File: config.mk
export PLATFORM = sky130hd
export DESIGN_NAME = fibo_bcd_converter
export DESIGN_NICKNAME = d
export VERILOG_FILES = /design/src/rtl/fibo_bcd_converter.sv
export SDC_FILE = /design/constraint.sdc
export NUM_CORES = 1
export LEC_CHECK = 0
export CORE_MARGIN = 2
export CORE_UTILIZATION = 35
export DETAILED_ROUTE_END_ITERATION = 10
export PLACE_DENSITY_LB_ADDON = 0.25
export RECOVER_POWER = 100
export SYNTH_ARGS = -nofsm -noshare
export SYNTH_HDL_FRONTEND = slang
export SYNTH_SLANG_ARGS = --single-unit
File: constraint.sdc
create_clock -name clk -period 4.8 [get_ports clk]
set_input_delay 0.48 -clock clk [delete_from_list [all_inputs] [get_ports clk]]
set_output_delay 0.48 -clock clk [all_outputs]
set_load 0.005 [all_outputs]
File: src/rtl/fibo_bcd_converter.sv
// fibo_bcd_converter
// Captures a binary result from the Fibonacci calculator and converts it to
// packed BCD with a sequential shift-add-3 (double-dabble) engine. Each step
// handles one input bit. A one-cycle bcd_valid pulse marks a new result.
// Requests that arrive while a conversion is running are dropped, and the
// drop is recorded in the sticky overrun flag.
module fibo_bcd_converter #(
  parameter int BIN_W  = 29,
  parameter int DIGITS = 9
) (
  input  logic                  clk,
  input  logic                  reset,
  input  logic [BIN_W-1:0]      bin_in,
  input  logic                  bin_valid,
  output logic [4*DIGITS-1:0]   bcd_out,
  output logic                  bcd_valid,
  output logic                  busy,
  output logic                  overrun
);

  localparam int BCD_W = 4 * DIGITS;
  localparam int CNT_W = $clog2(BIN_W + 1);

  typedef enum logic [1:0] {
    IDLE  = 2'b00,
    SHIFT = 2'b01
  } state_e;

  state_e             state_q, state_d;
  logic [BIN_W-1:0]   bin_q;
  logic [BCD_W-1:0]   scratch_q;
  logic [CNT_W-1:0]   count_q;
  logic [BCD_W-1:0]   bcd_out_q;
  logic               bcd_valid_q;
  logic               overrun_q;

  logic [BCD_W-1:0]   adjusted;
  logic [BCD_W-1:0]   scratch_shifted;
  logic [BIN_W-1:0]   bin_shifted;
  logic               last_step;

  // State register for the conversion FSM.
  // NOTE: sequential state uses non-blocking (<=) so every register samples
  // pre-edge values; blocking here would create ordering-dependent races.
  always_ff @(posedge clk or posedge reset) begin
    if (reset) state_q <= IDLE;
    else       state_q <= state_d;
  end

  // Next-state logic: idle until a capture, shift until the last bit is in.
  // NOTE: state_d gets a default before the case so no path leaves it
  // unassigned; a missing assignment in always_comb would infer a latch.
  always_comb begin
    state_d = IDLE;
    case (state_q)
      IDLE:    state_d = bin_valid ? SHIFT : IDLE;
      SHIFT:   state_d = last_step ? IDLE : SHIFT;
      default: state_d = IDLE;
    endcase
  end

  // FSM outputs: busy for the whole time a conversion is in flight.
  always_comb begin
    busy = (state_q == SHIFT);
  end

  // One double-dabble step: add 3 to every digit >= 5, then shift
  // {scratch, bin} left by one bit.
  always_comb begin
    adjusted = scratch_q;
    for (int i = 0; i < DIGITS; i++) begin
      if (scratch_q[4*i +: 4] >= 4'd5)
        adjusted[4*i +: 4] = scratch_q[4*i +: 4] + 4'd3;
    end
    scratch_shifted = {adjusted[BCD_W-2:0], bin_q[BIN_W-1]};
    bin_shifted     = {bin_q[BIN_W-2:0], 1'b0};
    last_step       = (count_q == CNT_W'(1));
  end

  // Datapath: capture, shift, publish the result, and track dropped requests.
  // NOTE: every register, scratch included, is reset so an aborted
  // conversion leaves nothing behind; there is no memory array to exclude.
  always_ff @(posedge clk or posedge reset) begin
    if (reset) begin
      bin_q       <= '0;
      scratch_q   <= '0;
      count_q     <= '0;
      bcd_out_q   <= '0;
      bcd_valid_q <= 1'b0;
      overrun_q   <= 1'b0;
    end else begin
      bcd_valid_q <= 1'b0;
      case (state_q)
        IDLE: begin
          if (bin_valid) begin
            bin_q     <= bin_in;
            scratch_q <= '0;
            count_q   <= CNT_W'(BIN_W);
          end
        end
        SHIFT: begin
          scratch_q <= scratch_shifted;
          bin_q     <= bin_shifted;
          count_q   <= count_q - CNT_W'(1);
          if (last_step) begin
            bcd_out_q   <= scratch_shifted;
            bcd_valid_q <= 1'b1;
            count_q     <= '0;
          end
          // A request while busy is dropped; remember that it happened.
          if (bin_valid) overrun_q <= 1'b1;
        end
        default: ;
      endcase
    end
  end

  assign bcd_out   = bcd_out_q;
  assign bcd_valid = bcd_valid_q;
  assign overrun   = overrun_q;

endmodule

# After elaboration in Yosys (flattened, before gate mapping)

Index checks and enable logic that the tools add are counted.
Widths: inputs -> output; s select.

Input port bits: 32
Register bits after elaboration: 110

Add/sub/neg operators: 10
Reduce and logical (&&, ||, !) cells: 5
Equal/unequal tests: 3
Multiplexer cells: 21
$lt $le $gt $ge: 9

Operators with widths:

| operator            | number |
|---|---|
| $pmux 36 s2         | 1 |
| $pmux 29 s2         | 1 |
| $ge 4x3->1 const B  | 9 |
| $mux 36             | 1 |
| $add 4x2->4 const B | 8 |
| $mux 4              | 8 |
| $mux 29             | 1 |
| $mux 5              | 2 |
| $pmux 5 s2          | 1 |
| $reduce_and 2->1    | 3 |
| $eq 5x1->1 const B  | 1 |
| $sub 5x1->5 const B | 1 |
| $mux 1              | 4 |
| $add 3x2->3 const B | 1 |
| $mux 3              | 1 |
| $eq 2x1->1 const B  | 1 |
| $logic_not 2->1     | 1 |
| $ne 2x2->1 const B  | 1 |
| $pmux 1 s2          | 1 |
| $reduce_bool 2->1   | 1 |

# Depth between registers and ports, before layout

Gate-level depths: netlist of the first run.

Depth after elaboration: 3
Mapped depth: 7

# Least setup slack after synthesis of the first run

Ideal clock, no wire load.

Path kind: register to register
Start: register scratch_q[0]
End: register bcd_out_q[2] (netlist: bcd_out[2])
Cell stages (with the launch flop): 7
Library setup time: 0.125 ns
Arrival: 1.352 ns
Slack: 3.323 ns
Required time: 4.675 ns
Clock period less this slack: 1.477 ns
Cell sequence: dfrtp_1 > inv_1 > ha_1 > nand2b_1 > a21oi_1 > mux2i_1 > mux2_4

Longest elaborated chain between the ends: 2
Elaborated cells between the ends (all ways): 3
Those cells by class: 1 x add/sub; 1 x order compare; 1 x mux

RTL lines:

| what                                             | RTL line | RTL |
|---|---|---|
| start, declared                                  | 31       | `logic [BCD_W-1:0] scratch_q;` |
| start signal, assigned                           | 102      | `scratch_q <= scratch_shifted;` |
| $add 4x2->4 / $ge 4x3->1 (equally long branches) | 73, 72   |  |
| $mux 4 *                                         | 72       | `if (scratch_q[4*i +: 4] >= 4'd5)` |
| end signal, assigned                             | 106      | `bcd_out_q <= scratch_shifted;` |
| end, declared                                    | 33       | `logic [BCD_W-1:0] bcd_out_q;` |

Mark *: on every way between the ends. The rest lies on a longest branch, timed or not.
A chain may end at the register's enable or synchronous reset.

# Worst setup path after layout of the first run

Start: register state_q[0]
End: output port busy

Longest elaborated chain between the ends: 1

RTL lines:

| what                   | RTL line | RTL |
|---|---|---|
| start, declared        | 29       | `state_e state_q, state_d;` |
| start signal, assigned | 47       | `else state_q <= state_d;` |
| $eq 2x1->1             | 64       | `busy = (state_q == SHIFT);` |
| end, declared          | 17       | `output logic busy,` |

No other way between the ends.

==> results of run 1 <==
## cell usage after synthesis, types with 12 or more instances
master,n
nand2_1,65
dfrtp_1,109
a21o_1,12
buf_2,14
o21ai_0,59
mux2i_1,48
nand2b_1,22
nor3b_1,18
a21oi_1,25
nor2_1,14
inv_1,21
ha_1,20
## registers in the layout, summed over array words and instances, names as in the netlist
name / count
bcd_out: 36
scratch_q: 36
bin_q: 29
count_q: 5
bcd_valid: 1
overrun: 1
state_q: 1
## area by class of cell
class | instances | area, sq um | area share, %
inverters | 22 | 90.09 | 1.411
flip-flops and latches | 109 | 2728 | 42.71
multi-input cells | 345 | 2336 | 36.58
clock buffers | 15 | 277.8 | 4.350
clock inverters | 1 | 5.005 | 0.07837
repair buffers | 73 | 714.4 | 11.19
well taps | 188 | 235.2 | 3.683
## kinds of logic after synthesis
| logic type | count (synthesis) |
|---|---|
| and+or+nand+nor | 136 |
| AOI/OAI and AO/OA | 116 |
| DFF | 109 |
| muxes | 64 |
| buffers and inverters | 47 |
| adders and majority gates | 20 |
| xor gates and xnor gates | 9 |
## metal layers
| metal | routed length (um) | share of wire, % |
|---|---|---|
| met1 | 4925 | 48 |
| met5 | 0 | 0 |
| met3 | 519 | 5.0 |
| met2 | 4777 | 46 |
| met4 | 108 | 1.0 |
## cell usage in the layout, fill, tap and decap left out, drive strengths merged
cell type and count:
dfrtp 109, nand2 65, o21ai 59, mux2i 48, dlygate4sd3 40, clkdlybuf4s50 29, a21oi 25, nand2b 22
inv 21, ha 20, nor3b 18, mux2 16, clkbuf 16, nor2 15, a21o 12, xnor2 9
a22o 9, nor3 9, nand3 6, a31oi 4, a32o 4, buf 3, o31ai 2, clkinv 2
o22ai 1, nor2b 1
## path summary, 6_finish.rpt
path | startpoint | to | depth (start not counted) | slack, ns
setup / recovery | state_q[0]$_DFF_PP0_ | busy | 2 | 1.21
hold / removal | bcd_out[29]$_DFFE_PP0P_ | bcd_out[29]$_DFFE_PP0P_ | 2 | 0.47
setup reg to reg | state_q[0]$_DFF_PP0_ | bcd_out[17]$_DFFE_PP0P_ | 3 | 1.56
hold reg to reg | bcd_out[29]$_DFFE_PP0P_ | bcd_out[29]$_DFFE_PP0P_ | 2 | 0.47
max in group asynchronous | reset | bin_q[24]$_DFFE_PP0P_ | 3 | 1.99
min in group asynchronous | reset | bin_q[7]$_DFFE_PP0P_ | 2 | 0.83
## worst min-delay path, stage by stage, from the launching register on
cell and delay, ns:
dfrtp_1 0.34, nand2_1 0.04, o21ai_0 0.06
## per-stage QoR
stage	hold slack, ns	total power [W]	cells
after global routing	0.4977	0.004551	753
after floorplan	0.4492	0.002951	501
after detailed placement	0.4691	0.003592	737
final	0.4694	0.004151	753
after CTS	0.4821	0.004328	753
after global placement	0.4597	0.003516	737
## power by group through the flow
stage          combinational, W  sequential (W)  clock (W)
3_3_place_gp            0.00183         0.00169          0
5_1_grt                 0.00201         0.00175   0.000783
4_1_cts                 0.00189         0.00170   0.000744
6_report                0.00176         0.00168   0.000716
3_5_place_dp            0.00188         0.00171          0
2_1_floorplan           0.00134         0.00161          0
==> flow_metrics.py, run 1 <==
metrics = {
    "drt": {
        "ant_nets": 0,
        "drt-initial-drc-count": 211,
        "vias": 3667,
        "drc": 0,
        "drtPass1Iterations": 4,
        "via_per_inst": 4.870,
        "routedWlPerCell_um": 13.72,
        "drt_wl_total_um": 10330,
    },
    "die": {
        "row_count": 45,
        "start_util_pct": 35.46,
        "die_y_um": 127.4,
        "die_x_um": 127.4,
        "num_io_pins": 71,
        "dieArea_sq_um": 16230,
        "fp.coreArea_sq_um": 15030,
    },
    "worst_setup_path": {
        "critPathRequiredTime_ns": 4.32,
        "crit_buf_inv": 2,
        "critPathKind": "flop to output pin",
        "critPathArrivalTime_ns": 3.11,
        "path_cells": "buf_4 > dlygate4sd3_1",
        "cp-end-kind": "output pin",
        "worst_path_max_delay_cell": "dfrtp_1",
        "critPathMaxFanout": 81,
        "cpLargestDelayFamily": "buffers and inverters",
        "crit_path_start_kind": "flop",
        "slowest_delay_ns": 1.33,
    },
    "power_and_ir_drop": {
        "pwr-share-clk_pct": 17.2,
        "powerDensity_nw_per_um2": 650.0,
        "power.switching_w": 0.001514,
        "seq_power_share_pct": 40.4,
        "internal_power_w": 0.002637,
        "irDropWorstVdd_mv": 0.2295,
        "sw_frac_of_total_pct": 36.47,
        "leakagePower_nw": 3.007,
        "p_comb_share_pct": 42.3,
    },
    "cells_and_area": {
        "final_area_sq_um": 6386,
        "antenna_cells": 0,
        "layout-drive-gt1-share_pct": 4.779,
        "nets": 612,
        "num-fill-cells": 1414,
        "area_growth_pct": 19.81,
        "post-route-util_pct": 42.48,
    },
    "global_route": {
        "antenna_found_initial": 0,
        "grt_pass1_wl_um": 17880,
        "grt_use_met2_pct": 22.08,
        "overflow": 0,
        "met3_usage_pct": 4.146,
        "busiest_layer": "met2",
        "grtUsageTotal_pct": 13.70,
        "first_global_vias": 3661,
        "use_met1_pct": 18.02,
        "grt_max_degree": 82,
    },
    "hold_path": {
        "min-delay-path-class": "flop to flop",
    },
    "clock_network": {
        "cts_buffer_depth": 2,
        "root_buffer": "clkbuf_16",
        "cts-resized-gates": 0,
        "cts_buffers": 9,
        "clk_latency_ns": 0.35,
        "cts.repair_timing.setup_buffer_count": 0,
        "cts-htree-levels": 3,
        "cts_tree": "yes",
        "cts_sinks": 109,
        "clk_pin_slew_ns": 0.07,
        "cts_hold_buf": 0,
    },
    "synthesis": {
        "syn_area_sq_um": 5330,
        "synth_area_leaders": "dfrtp_1 51%, mux2i_1 9.0%, o21ai_0 5.5%",
        "postSynthAreaPerCell_sq_um": 10.64,
        "syn_inst": 501,
        "synth_fp_nets": 553,
        "ys_warn_count": 0,
        "synthMuxAreaShare_pct": 13.03,
        "ys.flop_type": "dfrtp_1",
        "yosys.area.top_type": "dfrtp_1",
        "ys_ff_latch": 109,
        "synth-simple-area-share_pct": 12.63,
        "ys_types": 31,
        "synth_top_family_by_area": "multiplexers",
        "synth_top_area_share_pct": 51.17,
        "synth_compound_area_share_pct": 12.68,
        "synthAdderAreaFrac_pct": 4.695,
        "yosysSeqAreaShare_pct": 51.17,
        "synth_edf_count": 0,
        "synthArstFlopShare_pct": 100.0,
        "synth_xor_area_share_pct": 1.479,
    },
    "timing": {
        "rsz0062_at_grt": "no",
        "tns_ns": 0,
        "clock.fmax_mhz": 278.2,
        "finalSetupViolations": 0,
        "worst_slew_pin_slew_ns": 1.551,
        "post-route-min-period_ns": 3.595,
        "final_max_slew_viol_count": 30,
        "fin_crit_sh_pct": 74.89,
        "relSlewSlack_pct": -3.406,
        "hold_viol": 0,
        "fin_ws_ns": 1.205,
        "fin_skew_ns": 0.005915,
    },
    "run_status": {
        "violations": "capacitance limit, slew limit",
        "outcome": "finished with violations",
    },
    "placement": {
        "pre_cts_ws_ns": 2.290,
        "gp_congestion": 0.7315,
        "io_buffer_count": 70,
        "dpl.hpwl_um": 6885,
        "post_dp_cell_area_sq_um": 6147,
    },
    "flow_run": {
        "maxCapViolCount": 1,
    },
}
Power figures use the tool's default switching activity.
==> run 2: changes to the inputs <==
==> constraint.sdc (replaced) <==
create_clock -name clk -period 3.3 [get_ports clk]
set_input_delay 0.33 -clock clk [delete_from_list [all_inputs] [get_ports clk]]
set_output_delay 0.33 -clock clk [all_outputs]
set_load 0.005 [all_outputs]
==> run 2 against run 1 <==
  * The flow still finishes with violations (capacitance limit, slew limit)
  * Sequential power grew 45%
  * Critical path depth fell by 1
  * Sequential share of layout area hardly changed
  * Final cell count rose by 0.53%
  * Sequential cell count is the same
  * Worst setup slack worse by 0.34 ns
  * Core utilization hardly changed
  * Die area is the same
  * Largest cell class unchanged
  * Largest power group unchanged
==> flow_metrics.py, run 2 (same netlist as run 1, synthesis figures left out) <==
metrics = {
    "global_route": {
        "first_global_vias": 3781,
        "grt_max_degree": 84,
        "overflow": 0,
        "grtUsageTotal_pct": 14.02,
        "antenna_found_initial": 0,
        "grt_pass1_wl_um": 18230,
    },
    "worst_setup_path": {
        "cp-end-kind": "output pin",
        "critPathKind": "flop to output pin",
        "rr_worst_depth": 4,
        "critPathArrivalTime_ns": 2.10,
        "slowest_delay_ns": 1.05,
        "path_cells": "dlygate4sd3_1",
        "reg2reg_slack_ns": 0.88,
        "timing.rr.start": "state_q[0]$_DFF_PP0_",
        "critPathMaxFanout": 40,
        "crit_buf_inv": 1,
        "crit_path_start_kind": "flop",
        "regToRegEndpoint": "scratch_q[3]$_DFFE_PP0P_",
        "worst_path_max_delay_cell": "dfrtp_1",
        "cpLargestDelayFamily": "flip-flops",
        "critPathRequiredTime_ns": 2.97,
    },
    "timing": {
        "post-route-min-period_ns": 2.434,
        "whs_ns": 0.4538,
        "hold_viol": 0,
        "finalSetupViolations": 0,
        "worst_slew_pin_slew_ns": 1.628,
        "fin_skew_ns": 0.008203,
        "fin_crit_sh_pct": 73.77,
        "tns_ns": 0,
        "clock.fmax_mhz": 410.8,
        "relSlewSlack_pct": -8.513,
        "final_max_slew_viol_count": 25,
        "rsz0062_at_grt": "no",
    },
    "die": {
        "die_x_um": 127.4,
        "dieArea_sq_um": 16230,
        "start_util_pct": 35.46,
        "fp.coreArea_sq_um": 15030,
        "num_io_pins": 71,
        "die_y_um": 127.4,
        "row_count": 45,
    },
    "cells_and_area": {
        "antenna_cells": 0,
        "nets": 616,
        "area_growth_pct": 19.88,
        "layout.cells.most_common_list": "109 x dfrtp_1, 65 x nand2_1, 59 x o21ai_0",
        "mostFrequentLayoutCell": "dfrtp_1",
        "layout-drive-gt1-share_pct": 5.272,
        "num-fill-cells": 1443,
    },
    "drt": {
        "drt_wl_total_um": 10650,
        "drc": 0,
        "vias": 3776,
        "routedWlPerCell_um": 14.06,
        "drtPass1Iterations": 4,
        "ant_nets": 0,
        "drt-initial-drc-count": 181,
        "via_per_inst": 4.988,
    },
    "clock_network": {
        "cts_tree": "yes",
        "clk_latency_ns": 0.35,
        "cts_hold_buf": 0,
        "cts_buffers": 9,
        "cts_sinks": 109,
        "root_buffer": "clkbuf_16",
        "cts-resized-gates": 0,
        "cts.repair_timing.setup_buffer_count": 0,
        "clk_pin_slew_ns": 0.07,
        "cts_buffer_depth": 2,
        "cts-htree-levels": 3,
    },
    "flow_run": {
        "maxCapViolCount": 1,
    },
    "hold_path": {
        "min_from": "overrun$_DFFE_PP0P_",
        "hold_end": "overrun$_DFFE_PP0P_",
        "min-delay-path-class": "flop to flop",
        "holdPathStages": 1,
    },
    "run_status": {
        "outcome": "finished with violations",
        "violations": "capacitance limit, slew limit",
    },
    "placement": {
        "io_buffer_count": 70,
        "dpl.hpwl_um": 7216,
        "gp_congestion": 0.7655,
    },
    "power_and_ir_drop": {
        "leakagePower_nw": 3.004,
        "irDropWorstVdd_mv": 0.3611,
        "powerDensity_nw_per_um2": 942.6,
    },
}
-- run 2: cell types whose count changed in the layout (fill, tap and decap cells not counted), sizes merged --
cell / before / now
buf: 3 / 2
clkinv: 2 / 5
clkinvlp: 0 / 1
inv: 21 / 22
-- run 2: worst max path at each step --
stage / start / to / slack, ns / cells past startpoint
floorplan: reset / bcd_out[0]$_DFFE_PP0P_ / 0.1 / 1
global placement: state_q[0]$_DFF_PP0_ / scratch_q[3]$_DFFE_PP0P_ / 1.42 / 4
detailed placement: state_q[0]$_DFF_PP0_ / scratch_q[19]$_DFFE_PP0P_ / 1.39 / 4
CTS: state_q[0]$_DFF_PP0_ / busy / 1.35 / 1
global route: state_q[0]$_DFF_PP0_ / scratch_q[7]$_DFFE_PP0P_ / 0.61 / 4
finish: state_q[0]$_DFF_PP0_ / busy / 0.87 / 1
-- run 2: where the power goes --
part / internal, W / switching [W] / leakage, nW
registers: 0.00194 / 0.000490 / 1.37
logic: 0.00132 / 0.00126 / 1.50
clock network: 0.000513 / 0.000493 / 0.133
total: 0.00378 / 0.00225 / 3.00
-- run 2: area by class of cell --
class                   instances  area (sq um)  area share, %
flip-flops and latches        109          2728          42.69
multi-input cells             345          2338          36.60
repair buffers                 77         729.5          11.42
well taps                     188         235.2          3.681
clock buffers                  10         229.0          3.583
inverters                      22         90.09          1.410
clock inverters                 6         40.04         0.6266
-- run 2: through the flow --
| stage | cells | power, W | instance area (sq um) | setup slack [ns] | util (%) |
|---|---|---|---|---|---|
| global route | 757 | 0.006584 | 6390 | 0.6055 | 42.51 |
| floorplan | 501 | 0.004292 | 5330 | 0.09605 | - |
| detailed placement | 741 | 0.005237 | 6177 | 1.386 | 41.09 |
| global placement | 741 | 0.005117 | 6177 | 1.416 | 41.09 |
| CTS | 757 | 0.006279 | 6446 | 1.348 | 42.88 |
| finish | 757 | 0.006023 | 6390 | 0.8656 | 42.51 |
-- run 2: routing by layer --
layer / GRT usage (%) / share of wire (%) / up-vias
met5: 0 / 0 / -
met3: 3.601 / 4.2 / 14
met2: 22.87 / 47 / 73
met4: 4.654 / 1.6 / 0
li1: - / - / 1860
met1: 18.28 / 48 / 1829
